## config.mk

```make
export PLATFORM = sky130hd
export DESIGN_NAME = jk_bank_arbiter
export DESIGN_NICKNAME = d
export VERILOG_FILES = /design/src/rtl/jk_bank_arbiter.sv
export SDC_FILE = /design/constraint.sdc
export NUM_CORES = 1
export LEC_CHECK = 0
export CORE_ASPECT_RATIO = 1.4
export CORE_MARGIN = 2
export CORE_UTILIZATION = 38
export CTS_BUF_LIST = sky130_fd_sc_hd__clkbuf_16
export DETAILED_ROUTE_END_ITERATION = 8
export HOLD_SLACK_MARGIN = 0.12
export PLACE_DENSITY = 0.81
export SLEW_MARGIN = 20
export SYNTH_ARGS = -nofsm -noshare
export SYNTH_HDL_FRONTEND = slang
export SYNTH_SLANG_ARGS = --single-unit
```

## constraint.sdc

```tcl
create_clock -name clk -period 2.2 [get_ports clk]
set_clock_uncertainty 0.2 [all_clocks]
set_input_delay 0.33 -clock clk [delete_from_list [all_inputs] [get_ports clk]]
set_output_delay 0.33 -clock clk [all_outputs]
set_load 0.02 [all_outputs]
```

## src/rtl/jk_bank_arbiter.sv

```systemverilog
// jk_bank_arbiter: round-robin arbiter serialising JK-style updates to a shared bit bank.
// Define JK_ARB_LOCK_EN to add the lock port for back-to-back burst ownership.
module jk_bank_arbiter #(
  parameter int NREQ = 4,
  parameter int WIDTH = 8
) (
  input  logic                  clk,
  input  logic                  rst_n,
  input  logic [NREQ-1:0]       req,
  input  logic [NREQ*WIDTH-1:0] j_in,
  input  logic [NREQ*WIDTH-1:0] k_in,
`ifdef JK_ARB_LOCK_EN
  input  logic [NREQ-1:0]       lock,
`endif
  output logic [NREQ-1:0]       gnt,
  output logic [WIDTH-1:0]      q,
  output logic                  busy
);
  localparam int PW = $clog2(NREQ);
  typedef enum logic [1:0] {IDLE, GRANT, APPLY} state_t;
  state_t state, nstate;
  logic [PW-1:0] ptr, nptr, win, nwin;
  logic [WIDTH-1:0] jc, kc;
  logic [NREQ-1:0] cand, gnt_d;
  logic [PW:0] pk;
  logic relock, busy_d;
  // returns {found, index} of the first set bit at or after p, wrapping
  function automatic logic [PW:0] pick(input logic [NREQ-1:0] r, input logic [PW-1:0] p);
    logic [PW:0] res;
    int k;
    res = '0;
    for (int i = NREQ - 1; i >= 0; i--) begin
      k = (int'(p) + i) % NREQ;
      if (r[k]) res = {1'b1, PW'(k)};
    end
    return res;
  endfunction
`ifdef JK_ARB_LOCK_EN
  logic lk;
  always_ff @(posedge clk or negedge rst_n)
    if (!rst_n) lk <= 1'b0;
    else if (state == GRANT) lk <= lock[win];
  assign relock = state == APPLY && lk && req[win];
`else
  assign relock = 1'b0;
`endif
  // the requester just served is ignored while its req is still dropping
  always_comb begin
    cand = state == APPLY ? req & ~(NREQ'(1) << win) : req;
    pk = pick(cand, ptr);
  end
  always_ff @(posedge clk or negedge rst_n)
    if (!rst_n) begin
      state <= IDLE;
      ptr <= '0;
      win <= '0;
    end else begin
      state <= nstate;
      ptr <= nptr;
      win <= nwin;
    end
  always_comb begin
    nstate = state;
    nptr = ptr;
    nwin = win;
    if (state == GRANT) nstate = APPLY;
    else if (relock) nstate = GRANT;
    else if (pk[PW]) begin
      nstate = GRANT;
      nwin = pk[PW-1:0];
      nptr = PW'((int'(pk[PW-1:0]) + 1) % NREQ);
    end else if (state == APPLY) nstate = IDLE;
  end
  always_comb begin
    gnt_d = nstate == GRANT ? NREQ'(1) << nwin : '0;
    busy_d = nstate != IDLE;
  end
  always_ff @(posedge clk or negedge rst_n)
    if (!rst_n) begin
      gnt <= '0;
      busy <= 1'b0;
      q <= '0;
      jc <= '0;
      kc <= '0;
    end else begin
      gnt <= gnt_d;
      busy <= busy_d;
      if (state == GRANT) begin
        jc <= j_in[int'(win)*WIDTH +: WIDTH];
        kc <= k_in[int'(win)*WIDTH +: WIDTH];
      end
      if (state == APPLY) q <= (jc & ~q) | (~kc & q);
    end
endmodule
```

==> impl_results.md <==
- Cts hold-fix bufs: 0
- Master cell of the clock root buffer: sky130_fd_sc_hd__clkbuf_16
- Number of antenna violations at the first check in global routing: 0
- CP Data Arrival Time: 2.05 ns
- Number of remaining DRC errors: 0
- Switching power share of the total: between 30% and 40%
- Required time of the critical path: between 2 and 2.5 ns
- Share of Yosys cell area claimed by the top area cell type: between 40% and 50%
- Fraction of final layout cells with drive strength greater than 1: roughly a quarter
- Clock latency reported for the late side of the worst-skew pair: around 0.27 ns
- Post-placement cell area: 2830 µm²
- Setup Fix Bufs, Post-CTS: 0
- Average wire per cell in the routed design: around 18 µm
- Instance count of the mapped netlist: 132
- Relative slew margins: between 60% and 70%
- Initial core utilization: between 30% and 40%
- Unrepaired setup endpoints after global routing: yes
- Combinational group share of total power: about half
- Worst path depth: 5
- DR pass1 iterations: 4
- Crit share post-route: around 95%
- Via count of the first global-routing pass: 1570
- Wire length after detailed routing: 5040 µm
- Clock transition time at the flip-flop clock pins of the worst setup and hold paths: roughly 0.05 ns
- Type of the worst setup path: reg -> reg
- Top area cells in the synthesized netlist: sky130_fd_sc_hd__dfrtp_1 (46%), sky130_fd_sc_hd__mux4_2 (19%), sky130_fd_sc_hd__mux2_2 (10%)
- Count leader, synth: sky130_fd_sc_hd__dfrtp_1
- Cell count of the worst hold path: 1
- Wire length of the first global-routing pass: around 7800 µm
- Hold Fails Final Rpt: 0
- Beginning of the worst hold path: kc[2]
- Count of H-tree levels built during CTS: 2
- Max-cap violations: 0
- FFs w/ async S/R, synth: 100%
- Post-route core utilization: between 60% and 70%
- Highest ir drop seen on vdd: approximately 0.00055 V
- Power density of the placed cells: ~1200 nW/µm²
- Post-synth design cell area: ~1900 µm²
- Routability Congestion: between 0.9 and 1
- Mean cell area of the mapped netlist: roughly 14 µm²
- Crit-path leading delay family: compound AO/OA/AOI/OAI gates
- Number of routed nets with antenna violations: 0
- Kind of end point of the critical path: flop
- Clock tree from TritonCTS: built
- P_sw: 1.30 mW
- Slew at the pin with the worst max-slew slack: 0.477 ns
- Final Net Count: 292
- CP max stage cell: sky130_fd_sc_hd__dfrtp_1
- Top FF cell, synth: sky130_fd_sc_hd__dfrtp_1
- CTS Buf Count: 5
- Std-Cell Rows: 30
- Area of the die: between 5000 and 6000 µm²
- Mean number of vias per cell: between 5 and 6
- Largest net degree at the start of global routing: 36
- Horiz. Die Dim: approximately 64 µm
- Total of endpoints with negative setup slack in the final report: 0
- Cells along the critical path: nor4b_4 -> o2bb2ai_1 -> a2111oi_4 -> nand2_1 -> o21a_1
- Ys Warns: 0
- Largest fanout of any net on the critical path: 7
- Share of the yosys chip area belonging to registers: a little under half
- Power share of the sequential group: between 30% and 40%
- Cell Int Power: ~2.4 mW
- Unique masters post-synth: 36
- Core Region: ~4800 µm²
- Remaining global-route overflow: 0
- Peak clock frequency supported by timing: roughly 0.48 GHz
- Leakage: between 1 and 1.5 nW
- Number of sinks driven by the clock tree: 35
- Class of the tightest hold or removal check: reg -> reg
- Number of cells on the worst reg-to-reg path: 5
- Number of antenna repair diodes: 0
- Post-synth EDFFs: 0
- Largest stage delay on the critical path: 0.48 ns
- Number of buffers between clock root and the deepest sink: 2
- Synthesized netlist net count: 202
- Overall via count from detail_route: between 1.5k and 2k
- DRC marker count from the first detailed-route iteration: 71
- CP Buf/Inv Count: 0
- Dominant cell type by area after synthesis: sky130_fd_sc_hd__dfrtp_1
- Post-layout min period: roughly 2.1 ns
- Nature of the critical path startpoint: flop
- Clock network power share: 17.6%
- Commonest cells post-synth: sky130_fd_sc_hd__dfrtp_1 (35), sky130_fd_sc_hd__mux2_2 (17), sky130_fd_sc_hd__mux4_2 (16), sky130_fd_sc_hd__a21oi_1 (9), sky130_fd_sc_hd__a31oi_1 (8)
- Pins Over Slew Limit: 0
- Flop and latch count out of synthesis: 35
- Tot GR Track Use: between 10% and 20%
- Boundary pin count: 83
- Post-place setup slack: -0.0441 ns
- Critical Path Start: win[0]
- PnR worst setup slack: 0.113 ns
- Launching point of the worst reg2reg path: win[0]
- Die boundary height: a little under 90 µm
- Summed area of non-filler cells in the final layout: between 2000 and 3000 µm²
- Number of buffer cells added on primary ports: between 80 and 90
- Outcome: finished clean
- Dpl hpwl: roughly 3900 µm
- Area growth syn-to-layout: 56.2%
## repair_timing
item,4_1_cts,5_1_grt
pin swaps,1,2
endpoints found under the setup margin,1,5
gates resized for setup,0,2
## path summary, 6_finish.rpt
path,end,slack [ns]
max,ptr[0],0.11
min,q[2],0.25
max reg2reg,ptr[0],0.11
min reg2reg,q[2],0.25
max in group asynchronous,q[5],1.22
min in group asynchronous,kc[4],0.26
## registers in the layout, summed over array words and instances (netlist names)
register and count:
state 2, q 8, busy 1, gnt 4, win 2, ptr 2, jc 8, kc 8
## metal layers
layer | part of all wire [%] | up-vias | global-route usage [%]
li1 | - | 705 | -
met1 | 39 | 757 | 22.5
met2 | 56 | 56 | 32.8
met3 | 4.7 | 6 | 3.86
met4 | 1.1 | 0 | 6.13
met5 | 0 | - | 0
## placed cells by master (no fill, tap or decap), drive strengths merged, types with 2 or more instances in the layout
master          n
a31oi           9
inv             4
dfrtp          35
clkdlybuf4s50  82
clkbuf          5
mux2           17
a21oi           9
nand2           4
mux4           16
and3b           2
nor2            4
buf             9
nor2b           3
nand4b          2
clkinv          2
## through the flow
step                      hold slack (ns)  power, mW  setup TNS, ns  cells
final                               0.250       3.71              0    287
after global routing                0.269       3.95        -0.0307    287
after CTS                           0.254       3.70              0    287
after detailed placement            0.243       3.04         -0.115    279
after global placement              0.229       2.96              0    279
after floorplan                    -0.166       2.40              0    132
## layout make-up
type | count | area, µm²
well taps | 64 | 80.1
multi-input cells | 86 | 996
inverters | 3 | 11.3
repair buffers | 91 | 888
clock inverters | 3 | 11.3
clock buffers | 5 | 125
flip-flops and latches | 35 | 876
fillers | 381 | 1850
## power by group through the flow
| stage | sequential (mW) | clock (mW) | combinational, mW |
|---|---|---|---|
| 5_1_grt | 1.25 | 0.702 | 2.00 |
| 6_report | 1.20 | 0.653 | 1.85 |
| 3_5_place_dp | 1.19 | 0 | 1.85 |
| 2_1_floorplan | 1.24 | 0 | 1.16 |
| 3_3_place_gp | 1.18 | 0 | 1.78 |
| 4_1_cts | 1.19 | 0.662 | 1.85 |
## kinds of logic after synthesis
group,synth area share [%]
compound gates,12.1
flops,45.8
xor+xnor,0.458
buf+inv,3.20
simple gates,9.09
mux,29.4
No activity file was read; power rests on OpenSTA's default activity.
